File: src/rtl/ram_sdp_reader_if.sv
// Bundle of the command, RAM read-port and stream signals around ram_sdp_reader.
// master is the reader's own view; slave is the surrounding logic (RAM, command source, sink).
interface ram_sdp_reader_if #(
    parameter int unsigned DATA_WIDTH = 36,
    parameter int unsigned ADDR_WIDTH = 14,
    parameter int unsigned LEN_WIDTH  = 16
);
    logic                  cmd_valid;
    logic                  cmd_ready;
    logic [ADDR_WIDTH-1:0] cmd_addr;
    logic [LEN_WIDTH-1:0]  cmd_len;
    logic                  enb;
    logic [ADDR_WIDTH-1:0] addrb;
    logic [DATA_WIDTH-1:0] doutb;
    logic                  doutb_valid;
    logic                  m_valid;
    logic                  m_ready;
    logic [DATA_WIDTH-1:0] m_data;
    logic                  m_last;
    logic                  busy;
    logic                  done;

    modport master (
        input  cmd_valid, cmd_addr, cmd_len, doutb, doutb_valid, m_ready,
        output cmd_ready, enb, addrb, m_valid, m_data, m_last, busy, done
    );

    modport slave (
        output cmd_valid, cmd_addr, cmd_len, doutb, doutb_valid, m_ready,
        input  cmd_ready, enb, addrb, m_valid, m_data, m_last, busy, done
    );
endinterface

File: src/rtl/ram_sdp_reader.sv
// Burst read controller for a simple dual-port RAM read port: credit-limited issue
// into a small return FIFO that absorbs the RAM latency, drained as a valid/ready stream.
module ram_sdp_reader #(
    parameter int unsigned DATA_WIDTH       = 36,
    parameter int unsigned ADDR_WIDTH       = 14,
    parameter int unsigned RAM_DEPTH        = 1024,
    parameter int unsigned DOUT_PIPE_NUMBER = 1,
    parameter int unsigned LEN_WIDTH        = 16,
    parameter int unsigned FIFO_DEPTH       = 4
) (
    input  logic             clk,
    input  logic             rst,
    ram_sdp_reader_if.master bus
);
    localparam int unsigned L  = DOUT_PIPE_NUMBER + 1;
    localparam int unsigned CW = $clog2(FIFO_DEPTH + 1);
    localparam int unsigned PW = $clog2(FIFO_DEPTH);
    localparam int unsigned FW = $clog2(L + 1);

    typedef enum logic [1:0] {FLUSH, IDLE, ISSUE, DRAIN} state_t;

    state_t                state_q;
    logic [FW-1:0]         flush_q;
    logic [ADDR_WIDTH-1:0] addr_q, addr_d;
    logic [LEN_WIDTH-1:0]  remaining_q;
    logic [LEN_WIDTH-1:0]  last_idx_q;
    logic [LEN_WIDTH-1:0]  pop_cnt_q;
    logic [CW-1:0]         out_q, out_d;
    logic [CW-1:0]         cnt_q, cnt_d;
    logic [PW-1:0]         wr_ptr_q, wr_ptr_d;
    logic [PW-1:0]         rd_ptr_q, rd_ptr_d;
    logic [DATA_WIDTH-1:0] mem_q [FIFO_DEPTH];
    logic                  busy_q;
    logic                  done_q;

    logic credit_ok, enb, push, m_valid, pop, m_last;

    // Credit: reads in flight plus words already held must leave a free FIFO slot.
    assign credit_ok = ({1'b0, out_q} + {1'b0, cnt_q}) < (CW + 1)'(FIFO_DEPTH);
    assign enb       = (state_q == ISSUE) && credit_ok;
    assign push      = bus.doutb_valid && (out_q != '0);
    assign m_valid   = (cnt_q != '0);
    assign pop       = m_valid && bus.m_ready;
    assign m_last    = m_valid && (pop_cnt_q == last_idx_q);

    assign bus.cmd_ready = (state_q == IDLE);
    assign bus.enb       = enb;
    assign bus.addrb     = addr_q;
    assign bus.m_valid   = m_valid;
    assign bus.m_data    = mem_q[rd_ptr_q];
    assign bus.m_last    = m_last;
    assign bus.busy      = busy_q;
    assign bus.done      = done_q;

    always_comb begin
        out_d = out_q;
        if (enb && !push)      out_d = out_q + CW'(1);
        else if (!enb && push) out_d = out_q - CW'(1);

        cnt_d = cnt_q;
        if (push && !pop)      cnt_d = cnt_q + CW'(1);
        else if (!push && pop) cnt_d = cnt_q - CW'(1);

        wr_ptr_d = wr_ptr_q;
        if (push) wr_ptr_d = (wr_ptr_q == PW'(FIFO_DEPTH - 1)) ? '0 : wr_ptr_q + PW'(1);
        rd_ptr_d = rd_ptr_q;
        if (pop)  rd_ptr_d = (rd_ptr_q == PW'(FIFO_DEPTH - 1)) ? '0 : rd_ptr_q + PW'(1);

        addr_d = (addr_q == ADDR_WIDTH'(RAM_DEPTH - 1)) ? '0 : addr_q + ADDR_WIDTH'(1);
    end

    always_ff @(posedge clk or posedge rst) begin
        if (rst) begin
            state_q     <= FLUSH;
            flush_q     <= '0;
            addr_q      <= '0;
            remaining_q <= '0;
            last_idx_q  <= '0;
            pop_cnt_q   <= '0;
            out_q       <= '0;
            cnt_q       <= '0;
            wr_ptr_q    <= '0;
            rd_ptr_q    <= '0;
            busy_q      <= 1'b0;
            done_q      <= 1'b0;
            for (int unsigned i = 0; i < FIFO_DEPTH; i++) mem_q[i] <= '0;
        end else begin
            out_q    <= out_d;
            cnt_q    <= cnt_d;
            wr_ptr_q <= wr_ptr_d;
            rd_ptr_q <= rd_ptr_d;
            done_q   <= 1'b0;
            if (push) mem_q[wr_ptr_q] <= bus.doutb;
            if (pop)  pop_cnt_q <= pop_cnt_q + LEN_WIDTH'(1);

            case (state_q)
                FLUSH: begin
                    if (flush_q == FW'(L - 1)) state_q <= IDLE;
                    else                       flush_q <= flush_q + FW'(1);
                end
                IDLE: begin
                    if (bus.cmd_valid) begin
                        if (bus.cmd_len == '0) begin
                            done_q <= 1'b1;
                        end else begin
                            addr_q      <= bus.cmd_addr;
                            remaining_q <= bus.cmd_len;
                            last_idx_q  <= bus.cmd_len - LEN_WIDTH'(1);
                            pop_cnt_q   <= '0;
                            busy_q      <= 1'b1;
                            state_q     <= ISSUE;
                        end
                    end
                end
                ISSUE: begin
                    if (enb) begin
                        addr_q      <= addr_d;
                        remaining_q <= remaining_q - LEN_WIDTH'(1);
                        if (remaining_q == LEN_WIDTH'(1)) state_q <= DRAIN;
                    end
                end
                DRAIN: begin
                    // Popping the last word implies nothing is in flight and the FIFO empties now.
                    if (pop && m_last) begin
                        busy_q  <= 1'b0;
                        done_q  <= 1'b1;
                        state_q <= IDLE;
                    end
                end
                default: state_q <= FLUSH;
            endcase
        end
    end
endmodule

File: src/flat_wrapper.sv
// flat-port wrapper written by rule: the top's interface ports become plain ports
module ram_sdp_reader_flat 
#(
    parameter int unsigned DATA_WIDTH       = 36,
    parameter int unsigned ADDR_WIDTH       = 14,
    parameter int unsigned RAM_DEPTH        = 1024,
    parameter int unsigned DOUT_PIPE_NUMBER = 1,
    parameter int unsigned LEN_WIDTH        = 16,
    parameter int unsigned FIFO_DEPTH       = 4
)
  (clk, rst, bus_cmd_valid, bus_cmd_addr, bus_cmd_len, bus_doutb, bus_doutb_valid, bus_m_ready, bus_cmd_ready, bus_enb, bus_addrb, bus_m_valid, bus_m_data, bus_m_last, bus_busy, bus_done);
  ram_sdp_reader_if #(.DATA_WIDTH(DATA_WIDTH), .ADDR_WIDTH(ADDR_WIDTH), .LEN_WIDTH(LEN_WIDTH)) bus_i ();
  input  logic clk;
  input  logic rst;
  input wire logic [$bits(bus_i.cmd_valid)-1:0] bus_cmd_valid;
  input wire logic [$bits(bus_i.cmd_addr)-1:0] bus_cmd_addr;
  input wire logic [$bits(bus_i.cmd_len)-1:0] bus_cmd_len;
  input wire logic [$bits(bus_i.doutb)-1:0] bus_doutb;
  input wire logic [$bits(bus_i.doutb_valid)-1:0] bus_doutb_valid;
  input wire logic [$bits(bus_i.m_ready)-1:0] bus_m_ready;
  output wire logic [$bits(bus_i.cmd_ready)-1:0] bus_cmd_ready;
  output wire logic [$bits(bus_i.enb)-1:0] bus_enb;
  output wire logic [$bits(bus_i.addrb)-1:0] bus_addrb;
  output wire logic [$bits(bus_i.m_valid)-1:0] bus_m_valid;
  output wire logic [$bits(bus_i.m_data)-1:0] bus_m_data;
  output wire logic [$bits(bus_i.m_last)-1:0] bus_m_last;
  output wire logic [$bits(bus_i.busy)-1:0] bus_busy;
  output wire logic [$bits(bus_i.done)-1:0] bus_done;
  assign bus_i.cmd_valid = bus_cmd_valid;
  assign bus_i.cmd_addr = bus_cmd_addr;
  assign bus_i.cmd_len = bus_cmd_len;
  assign bus_i.doutb = bus_doutb;
  assign bus_i.doutb_valid = bus_doutb_valid;
  assign bus_i.m_ready = bus_m_ready;
  assign bus_cmd_ready = bus_i.cmd_ready;
  assign bus_enb = bus_i.enb;
  assign bus_addrb = bus_i.addrb;
  assign bus_m_valid = bus_i.m_valid;
  assign bus_m_data = bus_i.m_data;
  assign bus_m_last = bus_i.m_last;
  assign bus_busy = bus_i.busy;
  assign bus_done = bus_i.done;
  ram_sdp_reader #(.DATA_WIDTH(DATA_WIDTH), .ADDR_WIDTH(ADDR_WIDTH), .RAM_DEPTH(RAM_DEPTH), .DOUT_PIPE_NUMBER(DOUT_PIPE_NUMBER), .LEN_WIDTH(LEN_WIDTH), .FIFO_DEPTH(FIFO_DEPTH)) u_core (.clk(clk), .rst(rst), .bus(bus_i));
endmodule
File: config.mk
export PLATFORM = sky130hd
export DESIGN_NAME = ram_sdp_reader_flat
export DESIGN_NICKNAME = d
export VERILOG_FILES = /design/src/rtl/ram_sdp_reader_if.sv /design/src/rtl/ram_sdp_reader.sv /design/src/flat_wrapper.sv
export SDC_FILE = /design/constraint.sdc
export NUM_CORES = 1
export LEC_CHECK = 0
export CAP_MARGIN = 5
export CORE_MARGIN = 2
export CORE_UTILIZATION = 61
export DETAILED_ROUTE_END_ITERATION = 7
export GPL_ROUTABILITY_DRIVEN = 1
export PLACE_DENSITY = 0.91
export REMOVE_ABC_BUFFERS = 1
export SYNTH_ARGS = -nofsm -noshare
export SYNTH_HDL_FRONTEND = slang
export SYNTH_SLANG_ARGS = --single-unit
export TNS_END_PERCENT = 30
File: constraint.sdc
create_clock -name clk -period 12.6 [get_ports clk]
set_input_delay 2.52 -clock clk [delete_from_list [all_inputs] [get_ports clk]]
set_output_delay 2.52 -clock clk [all_outputs]
set_load 0.02 [all_outputs]
# [After elaboration in Yosys (flattened, before gate mapping)]
# Index checks and enable logic that the tools add are counted.
[totals] ff_bits=222
[op_classes] magnitude_cmp=4 eq_ne=15 n_mux=40 add_sub_neg=12 n_reduce_logical=26 bitwise=4
[ops] operator="bitwise mux 144 bit" count=1
[ops] operator="two-way mux 16 bit" count=7
[ops] operator="two-way mux 36 bit" count=3
[ops] operator="binary-select mux 36 bit (select 2 bit)" count=1
[ops] operator="demux 36 bit (select 2 bit)" count=1
[ops] operator="two-way mux 14 bit" count=4
[ops] operator="one-hot mux 16 bit (2 select lines)" count=1
[ops] operator="subtractor 16 x 1 -> 16 bit (second input constant)" count=2
[ops] operator="one-hot mux 14 bit (2 select lines)" count=1
[ops] operator="adder 16 x 1 -> 16 bit (second input constant)" count=1
[ops] operator="equality test 16 x 1 -> 1 bit (second input constant)" count=1
[ops] operator="equality test 16 bit" count=1
[ops] operator="zero test 16 bit" count=1
[ops] operator="two-way mux 2 bit" count=8
[ops] operator="adder 14 x 1 -> 14 bit (second input constant)" count=1
[ops] operator="equality test 14 x 10 -> 1 bit (second input constant)" count=1
[ops] operator="two-way mux 3 bit" count=4
[ops] operator="logical AND 1 bit" count=10
[ops] operator="equality test 2 bit (second input constant)" count=4
[ops] operator="one-hot mux 2 bit (4 select lines)" count=1
[ops] operator="AND reduction 4 bit" count=2
[ops] operator="nonzero test 2 bit" count=4
[ops] operator="adder 2 x 1 -> 2 bit (second input constant)" count=3
[ops] operator="adder 3 x 1 -> 3 bit (second input constant)" count=2
[ops] operator="18 further kinds" count=36

# [Depth between registers and ports, before layout]
[depth] ltp_word=7 mapped_depth=12

# [Worst setup path before layout]
# OpenSTA, ideal clock, no wires.
[synth_timing] path_type="reg2out" start="reg u_core.state_q[0]" end="out bus_enb" path_slack_ns=8.285 arrival_time_ns=1.795 stages_incl_launch_ff=7 path_buffers=2 cell_sequence="dfrtp_1 inv_1 ha_1 buf_2 clkinv_1 clkbuf_1 nor3_1"
[synth_between] elab_chain_len=2
[synth_rtl] item="start: declaration" line_no="ram_sdp_reader.sv:22" text="state_t state_q;"
[synth_rtl] item="start signal: assignment" line_no="ram_sdp_reader.sv:74" text="state_q <= FLUSH;"
[synth_rtl] item="start signal: assignment" line_no="ram_sdp_reader.sv:98" text="if (flush_q == FW'(L - 1)) state_q <= IDLE;"
[synth_rtl] item="start signal: assignment" line_no="ram_sdp_reader.sv:111" text="state_q <= ISSUE;"
[synth_rtl] item="equality test 2 bit" line_no="ram_sdp_reader.sv:40" text="assign enb = (state_q == ISSUE) && credit_ok;"
[synth_rtl] item="logical AND 1 bit" line_no="ram_sdp_reader.sv:40"
[synth_rtl] item="end: declaration" line_no="flat_wrapper.sv:22" text="output wire logic [$bits(bus_i.enb)-1:0] bus_enb;"
# Every way passes these cells.

# [Final worst setup path]
# Ends and elaborated chain as after synthesis.

==> qor.yml <==
worst_setup_path:
  r2r-end: "u_core.remaining_q[0]"
  path_cells: "inv_1, ha_1, buf_4, clkinv_1, nor3_1, clkdlybuf4s50_1"
  critPathSlowestCell: "clkinv_1"
  cp-start-kind: "register"
  worstPathRequired_ns: 10.08
  r2r_setup_slack_ns: 8.90
  timing_worst_setup_path_type: "register to output port"
  arrival_ns: 3.48
  critical_path.max_fanout: 46
  r2r-start: "u_core.state_q[0]"
  rr_worst_depth: 9
  end_kind: "output port"
  max_stage_delay_ns: 0.77
floorplan:
  ioPinCount: 127
  start_util_pct: 62.62
  core_um2: 17360
  die_h_um: 137.5
  die_w_um: 137.5
  die-area_um2: 18900
  fp-row-count: 48
timing:
  max_slew_margin_pct: 29.84
  finalMaxSlewViolations: 0
  post-route-period-util_pct: 47.65
  period_needed_ns: 6.004
  tns_ns: 0
  setup_viol: 0
  finalClockSkew_ns: 0.01015
  worst_hold_slack_ns: 0.4842
  max_freq_ghz: 0.1665
  worst_slew_pin_slew_ns: 1.045
  rsz0062_at_grt: "false"
  hold_viol: 0
pwr:
  power_density_nw_per_um2: 277.7
  p_leak_nw: 5.401
  p_total_mw: 3.621
  ir_worst_vdd_mv: 0.1923
place:
  place.gp.congestion: 0.8676
  detailed_place_hpwl_um: 15440
  placed_cells: 1187
  port_buffers: 126
  place_area_um2: 12270
clocking:
  holdBufCountCts: 0
  numCtsBuffers: 23
  ctsResizeCount: 0
  clock_path_buffers: 3
  clkSinkCount: 222
  post_cts_buffers: 0
  ctsRootBufferMaster: "clkbuf_16"
  clk_pin_slew_ns: 0.06
  tritoncts: "built"
  h-tree-depth: 1
  clk_latency_ns: 0.49
logic_synthesis:
  yosysWarnings: 0
  synth_flop_cell: "dfrtp_1"
  synth_xor_area_share_pct: 4.317
  synth_edf_count: 0
  synth.avg_cell_area_um2: 12.51
  synth_top_family_by_area: "multiplexers"
  ys_ff_latch: 222
  synth.distinct_cells: 67
  netlist_area_um2: 10870
  synth_simple_gate_area_share_pct: 9.416
  synth_mux_area_share_pct: 22.82
  netlist_instances: 869
  synth_fa_ha_area_share_pct: 2.786
  yosysSeqAreaShare_pct: 51.11
  synthArstFlopShare_pct: 100.0
  synth_compound_area_share_pct: 6.872
layout:
  finalNetCount: 1081
  layout_common_cells: "dfrtp_1, mux2_2, clkdlybuf4s50_1"
  syn_to_final_growth_pct: 19.97
  diodes: 0
  fin_area_um2: 13040
  final_cells: 1227
  final_common_cell: "dfrtp_1"
  drive_gt1_share_pct: 24.95
global_route:
  grt.total_usage_pct: 25.22
  antenna_found_initial: 0
  grt_pass1_vias: 7461
  grt_pass1_wl_um: 37540
  overflow: 0
  grt_max_degree: 147
drt:
  drcViolationCount: 0
  postRouteAntennaNets: 0
  wl_per_cell_um: 19.13
  first_iter_violations: 388
  avgViaCountPerCell: 6.015
  vias: 7380
  drtPass1Iterations: 5
  finalWirelength_um: 23470
run_status:
  status: "completed"
worst_hold_path:
  whs_path_depth: 1
  hp-class: "register to register"
  hold_end: "u_core.flush_q[0]"
  hp-start: "u_core.flush_q[0]"
run:
  maxCapViolCount: 0
[synthesized netlist by cell type (20+ instances only)]
master	instances	share of area, %
ha_1	21	2.4
nand2_1	63	2.2
buf_2	22	1.0
mux4_2	36	7.5
nor3_1	20	0.92
dfrtp_1	222	51
xnor2_1	23	1.9
a21oi_1	26	1.2
xor2_1	25	2.0
nor2_1	54	1.9
o21ai_0	29	1.3
mux2_2	146	15
o21ai_1	20	0.92
[stage by stage]
step,worst slack [ns],utilization [%]
floorplan,4.002,-
global placement,7.226,70.68
detailed placement,7.181,70.68
CTS,6.632,75.13
global route,6.336,75.13
finish,6.596,75.13
[layout make-up]
type | count | area (µm²)
Clock buffer | 27 | 620.6
Clock inverter | 13 | 151.4
Fill cell | 1069 | 4317
Inverter | 19 | 78.83
Multi-Input combinational cell | 586 | 5022
Sequential cell | 222 | 5557
Tap cell | 225 | 281.5
Timing Repair Buffer | 135 | 1329
[where the power goes]
group / leakage, nW / internal, mW / total, mW / switching, mW
Clock: 0.377 / 0.413 / 0.688 / 0.274
Sequential: 2.67 / 1.06 / 1.31 / 0.257
Combinational: 2.35 / 0.862 / 1.62 / 0.756
[worst max-delay path: cells and delay by family, from the launching register on]
family | cells | cell delay [ns]
adders and majority gates | 1 | 0.15
buffers and inverters | 4 | 1.93
and+or+nand+nor | 1 | 0.49
DFF | 1 | 0.41
[routing by layer]
layer	routed length, µm	vias up	share of wire (%)	global-route usage [%]
li1	-	3380	-	-
met1	9703	3726	41	33.29
met2	11900	233	51	43.31
met3	1418	41	6.0	4.341
met4	452	0	1.9	6.987
met5	0	-	0	0
[kinds of logic (layout without fill, tap and decap cells)]
logic type / Yosys count / after routing
buffers and inverters: 61 / 194
muxes: 184 / 184
adders and majority gates: 23 / 23
and+or+nand+nor: 208 / 208
AOI/OAI and AO/OA: 120 / 120
DFF: 222 / 222
xor gates and xnor gates: 51 / 51
[worst max path at each step]
stage / startpoint / end
floorplan: rst / u_core.bus.addrb[0]
global route: u_core.state_q[0] / bus_enb
finish: u_core.state_q[0] / bus_enb
detailed placement: u_core.state_q[0] / bus_enb
CTS: u_core.state_q[0] / bus_enb
global placement: u_core.state_q[0] / bus_enb
[registers in the layout (all words and copies together) (netlist names), 3 cells and up]
name                flops
u_core.mem_q          144
u_core.cnt_q            3
u_core.bus.addrb       14
u_core.pop_cnt_q       16
u_core.out_q            3
u_core.last_idx_q      16
u_core.remaining_q     16
Power figures use the tool's default switching activity.
==> edit 1, RTL diff (same flow settings) <==
Re-encode `state_t` (4 states) as one-hot, 4 bits wide.
--- a/src/rtl/ram_sdp_reader.sv
+++ b/src/rtl/ram_sdp_reader.sv
@@ -19,3 +19,3 @@
 
-    typedef enum logic [1:0] {FLUSH, IDLE, ISSUE, DRAIN} state_t;
+    typedef enum logic [3:0] {FLUSH = 4'b0001, IDLE = 4'b0010, ISSUE = 4'b0100, DRAIN = 4'b1000} state_t;
 
Behaviour: same outputs for any inputs over 4 cycles, from zero or initial values and one cycle with rst high; so few cycles prove little.
==> edit 1 against the unedited design <==
- sequential cell count grew 2
- design area increased by 0.88%
- via count is 4.2% higher
- power decreased by 6.4%
- combinational power shrank 12%
- routed wire length rose by 11%
- first-iteration DRC count grew 22%
- area after synthesis about the same
- setup slack better by 0.46 ns
- count of clock-buffer cells in the layout grew 8
- highest routed layer unchanged
==> edit 1: results (changes against the unedited design) <==
logic_synthesis:
  synth.mux.area_fraction_pct: 22.59  # -0.23 points
  ys_types: 58  # -13%
  synth-xor-area-share_pct: 4.110  # -0.21 points
  synthTopCellsByArea: "dfrtp_1, mux2_2, mux4_2"
  synth_common_cells: "dfrtp_1, mux2_2, nand2_1"
  synth_fa_ha_area_share_pct: 2.210  # -0.58 points
  postSynthAreaPerCell_um2: 12.59  # +0.68%
  synth-compound-area-share_pct: 7.311  # +0.44 points
power:
  peakVddDrop_mv: 0.1877  # -2.4%
  p_leak_uw: 0.005425  # +0.43%
route:
  dr_wl_met3_um: 2113  # +49%
  finalWirelength_um: 25980  # +11%
  wire_per_inst_um: 21.21  # +11%
  via_count: 7687  # +4.2%
  drtIter0Drc: 474  # +22%
  m1WireLength_um: 10380  # +6.9%
global_route:
  use_met3_pct: 5.887  # +1.5 points
  grt_pass1_vias: 7890  # +5.7%
  grt_usage_pct: 28.44  # +3.2 points
  grt_start_max_net_pins: 149  # +1.4%
  use_met1_pct: 37.89  # +4.6 points
place:
  placed_cells: 1182  # -0.42%
  place.gp.congestion: 0.9222  # +6.3%
  detailed_place_hpwl_um: 16260  # +5.3%
worst_setup_path:
  max_stage_delay_ns: 0.83  # +0.06 ns
  rrSetupSlack_ns: 9.78  # +0.88 ns
  critPathArrivalTime_ns: 3.02  # -0.46 ns
  slowest_stage: "dfrtp_2"
  critPathMaxFanout: 20  # -57%
  r2r-start: "u_core.state_q[1]"
finish:
  num-nonclk-buffers: 136  # +0.74%
  final_nets: 1072  # -0.83%
  clock_cell_area_share_pct: 6.430  # +0.51 points
  buffer_area_share_pct: 10.16  # -0.032 points
  nClkBuffers: 35  # +30%
  n_all_inverters: 21  # +2
  multiInputGateArea_mm2: 0.004997  # -0.50%
  drive_above_1_share_pct: 25.10  # +0.15 points
  num-multi-input-gates: 576  # -1.7%
sta:
  slew_headroom_pct: 28.89  # -0.95 points
  skew_ns: 0.01050  # +0.0003472 ns
  whs_ns: 0.4813  # -0.002889 ns
clocking:
  cts_buffers: 24  # +4.3%
  insertion_delay_ns: 0.51  # +0.02 ns
run_status:
  status: "finished, final reports clean"
==> edit 1: cell types whose count changed after synthesis, sizes merged, moves of 6 or more <==
cell   unedited run  this run
o21ai            50        36
nor2             54        42
nand3            13        24
a21oi            26        33
o22ai             5        11
xnor2            26        32
xor2             25        19
==> edit 1: worst max path at each step <==
stage          slack (ns)                  end  cells after the start                from
6_report             7.06       bus_m_data[16]                      3  u_core.rd_ptr_q[0]
5_1_grt              6.89       bus_m_data[16]                      3  u_core.rd_ptr_q[0]
4_1_cts              7.00       bus_m_data[18]                      3  u_core.rd_ptr_q[0]
3_5_place_dp         7.57       bus_m_data[16]                      3  u_core.rd_ptr_q[0]
3_3_place_gp         7.62       bus_m_data[27]                      3  u_core.rd_ptr_q[0]
2_1_floorplan        3.95  u_core.bus.addrb[0]                      1                 rst
==> edit 1: report_power, final <==
group	switching [µW]	total [µW]	leakage, µW	internal (µW)
Clock	287	745	0.000407	459
Sequential	224	1230	0.00270	1010
Combinational	657	1420	0.00231	759
==> edit 2, RTL diff (same flow settings) <==
Without the edit above. `ADDR_WIDTH` is set to 14 in 3 places; all go to 15.
--- a/src/rtl/ram_sdp_reader_if.sv
+++ b/src/rtl/ram_sdp_reader_if.sv
@@ -4,3 +4,3 @@
     parameter int unsigned DATA_WIDTH = 36,
-    parameter int unsigned ADDR_WIDTH = 14,
+    parameter int unsigned ADDR_WIDTH = 15,
     parameter int unsigned LEN_WIDTH  = 16
--- a/src/rtl/ram_sdp_reader.sv
+++ b/src/rtl/ram_sdp_reader.sv
@@ -4,3 +4,3 @@
     parameter int unsigned DATA_WIDTH       = 36,
-    parameter int unsigned ADDR_WIDTH       = 14,
+    parameter int unsigned ADDR_WIDTH       = 15,
     parameter int unsigned RAM_DEPTH        = 1024,
--- a/src/flat_wrapper.sv
+++ b/src/flat_wrapper.sv
@@ -4,3 +4,3 @@
     parameter int unsigned DATA_WIDTH       = 36,
-    parameter int unsigned ADDR_WIDTH       = 14,
+    parameter int unsigned ADDR_WIDTH       = 15,
     parameter int unsigned RAM_DEPTH        = 1024,
Ports: changed (resized bus_addrb and bus_cmd_addr); port bits go from 127 to 129. No check against the original RTL was run, so the function may have changed too.
==> edit 2 against the unedited design <==
- sequential cell count up 1
- via count rose by 1.2%
- area after synthesis fell by 0.76%
- setup slack better by 0.55 ns
- routed wire length up 2.6%
- highest routed layer unchanged
- largest power group unchanged
- critical path type unchanged
- global-route usage is 0.68 points higher
- design area is 0.22% higher
- count of clock-buffer cells in the layout increased by 12
- synthesized cell count up 0.12%
- power is 0.42% higher
- sequential share of layout area up 0.098 points
==> edit 2: results (changes against the unedited design) <==
finish:
  top_register: "u_core.mem_q"
  drive_above_1_share_pct: 24.01  # -0.94 points
  finalNonFillerCells: 1233  # +0.49%
  n_fill_cell: 1102  # +3.1%
  final_nets: 1086  # +0.46%
  largest_register_ffs: 144  # unchanged
  diodes: 0  # unchanged
worst_setup_path:
  cpLargestDelayFamily: "simple AND/OR/NAND/NOR gates"
  max_stage_delay_ns: 0.63  # -0.14 ns
  slowest_stage: "clkdlybuf4s50_1"
  critPathMaxFanout: 5  # -89%
place:
  io_buffer_count: 128  # +1.6%
  detailed_place_hpwl_um: 15270  # -1.1%
  dpl-instance-area_mm2: 0.01227  # about the same
  place.gp.congestion: 0.8573  # -1.2%
logic_synthesis:
  ys_types: 52  # -22%
  synthArstFlopShare_pct: 100.0  # unchanged
  synth_common_cells: "dfrtp_1, mux2_2, nand2_1"
  ys_seq_area_share_pct: 51.73  # +0.62 points
  postSynthAreaPerCell_um2: 12.40  # -0.87%
  synthTopCellsByArea: "dfrtp_1, mux2_2, mux4_2"
  ys_warn_count: 0  # unchanged
clocking:
  cts_resized: 0  # unchanged
  root_buffer: "clkbuf_16"
  h-tree-depth: 1  # unchanged
  cts_buffers: 24  # +4.3%
  insertion_delay_ns: 0.50
  clock_tree.buffer_depth: 3  # unchanged
  clk_pin_slew_ns: 0.06  # about the same
  postCtsSetupBuffers: 0  # unchanged
power:
  peakVddDrop_mv: 0.1809  # -5.9%
  p_leak_uw: 0.005415  # +0.24%
worst_hold_path:
  hp-class: "reg -> reg"
route:
  finalWirelength_um: 24080  # +2.6%
  via_count: 7472  # +1.2%
  drtIter0Drc: 436  # +12%
  firstDrtPassIters: 5  # unchanged
global_route:
  grt_usage_pct: 25.91  # +0.68 points
  grt_start_max_net_pins: 153  # +4.1%
  grt_antenna_before_repair: 0  # unchanged
  grt_pass1_wl_um: 38440  # +2.4%
run_status:
  status: "finished, final reports clean"
sta:
  skew_ns: 0.007826  # -0.002329 ns
  slew_headroom_pct: 18.24  # -12 points
-- edit 2: changes by cell type after synthesis, sizes merged, moves of 7 or more --
cell     unedited run  this run
inv                18        26
a2bb2oi             2         9
buf                29         9
clkbuf             13        33
a21oi              26        33
nor2               54        45
-- edit 2: power by group --
| part | total [µW] | switching, µW | internal, µW | leakage, µW |
|---|---|---|---|---|
| sequential | 1310 | 249 | 1060 | 0.00268 |
| clock | 697 | 277 | 420 | 0.000393 |
| combinational | 1630 | 769 | 859 | 0.00234 |
| total | 3640 | 1290 | 2340 | 0.00541 |
-- edit 2: kinds of logic after synthesis --
kind of cell / after synthesis / share of synthesized area, %
AOI/OAI and AO/OA: 127 / 7.180
xor gates and xnor gates: 51 / 4.141
adders and majority gates: 23 / 2.807
buffers and inverters: 68 / 2.424
DFF: 223 / 51.73
muxes: 185 / 23.05
and+or+nand+nor: 193 / 8.665
-- edit 2: through the flow --
stage	utilization, %	setup WS, ns	hold WS [ns]
CTS	75.56	7.099	0.4864
finish	75.56	7.149	0.4808
global placement	70.91	6.801	0.4659
global route	75.56	6.959	0.5038
detailed placement	70.91	6.677	0.4738
floorplan	-	3.974	0.4498
-- edit 2: layout make-up --
class	count	area share [%]
repair buffers	137	10.32
inverters	26	0.8042
multi-input cells	579	37.86
well taps	225	2.154
flip-flops and latches	223	42.71
clock buffers	39	5.955
clock inverters	4	0.1915
-- edit 2: layer usage --
metal,vias up,share of wire (%),GRT usage [%]
met5,-,0,0
met4,0,2.3,7.159
met3,45,5.6,3.852
met2,239,51,45.44
met1,3783,41,33.70
li1,3405,-,-
-- edit 2: worst register-to-register path: cells and delay by family (launching register included) --
family                     cells  cell delay (ns)
adders and majority gates      3             0.92
buffers and inverters          1             0.06
DFF                            1             0.44
and+or+nand+nor                4             1.18
xor gates and xnor gates       2             0.33
-- edit 2: final timing paths --
| kind | endpoint | slack, ns | startpoint | depth (start not counted) |
|---|---|---|---|---|
| max | bus_enb | 7.15 | u_core.cnt_q[1] | 5 |
| min | u_core.flush_q[0] | 0.48 | u_core.flush_q[0] | 1 |
| max reg2reg | u_core.out_q[2] | 9.60 | u_core.cnt_q[1] | 10 |
| min reg2reg | u_core.flush_q[0] | 0.48 | u_core.flush_q[0] | 1 |
| max in group asynchronous | u_core.rd_ptr_q[0] | 8.38 | rst | 3 |
| min in group asynchronous | u_core.bus.addrb[12] | 2.65 | rst | 2 |
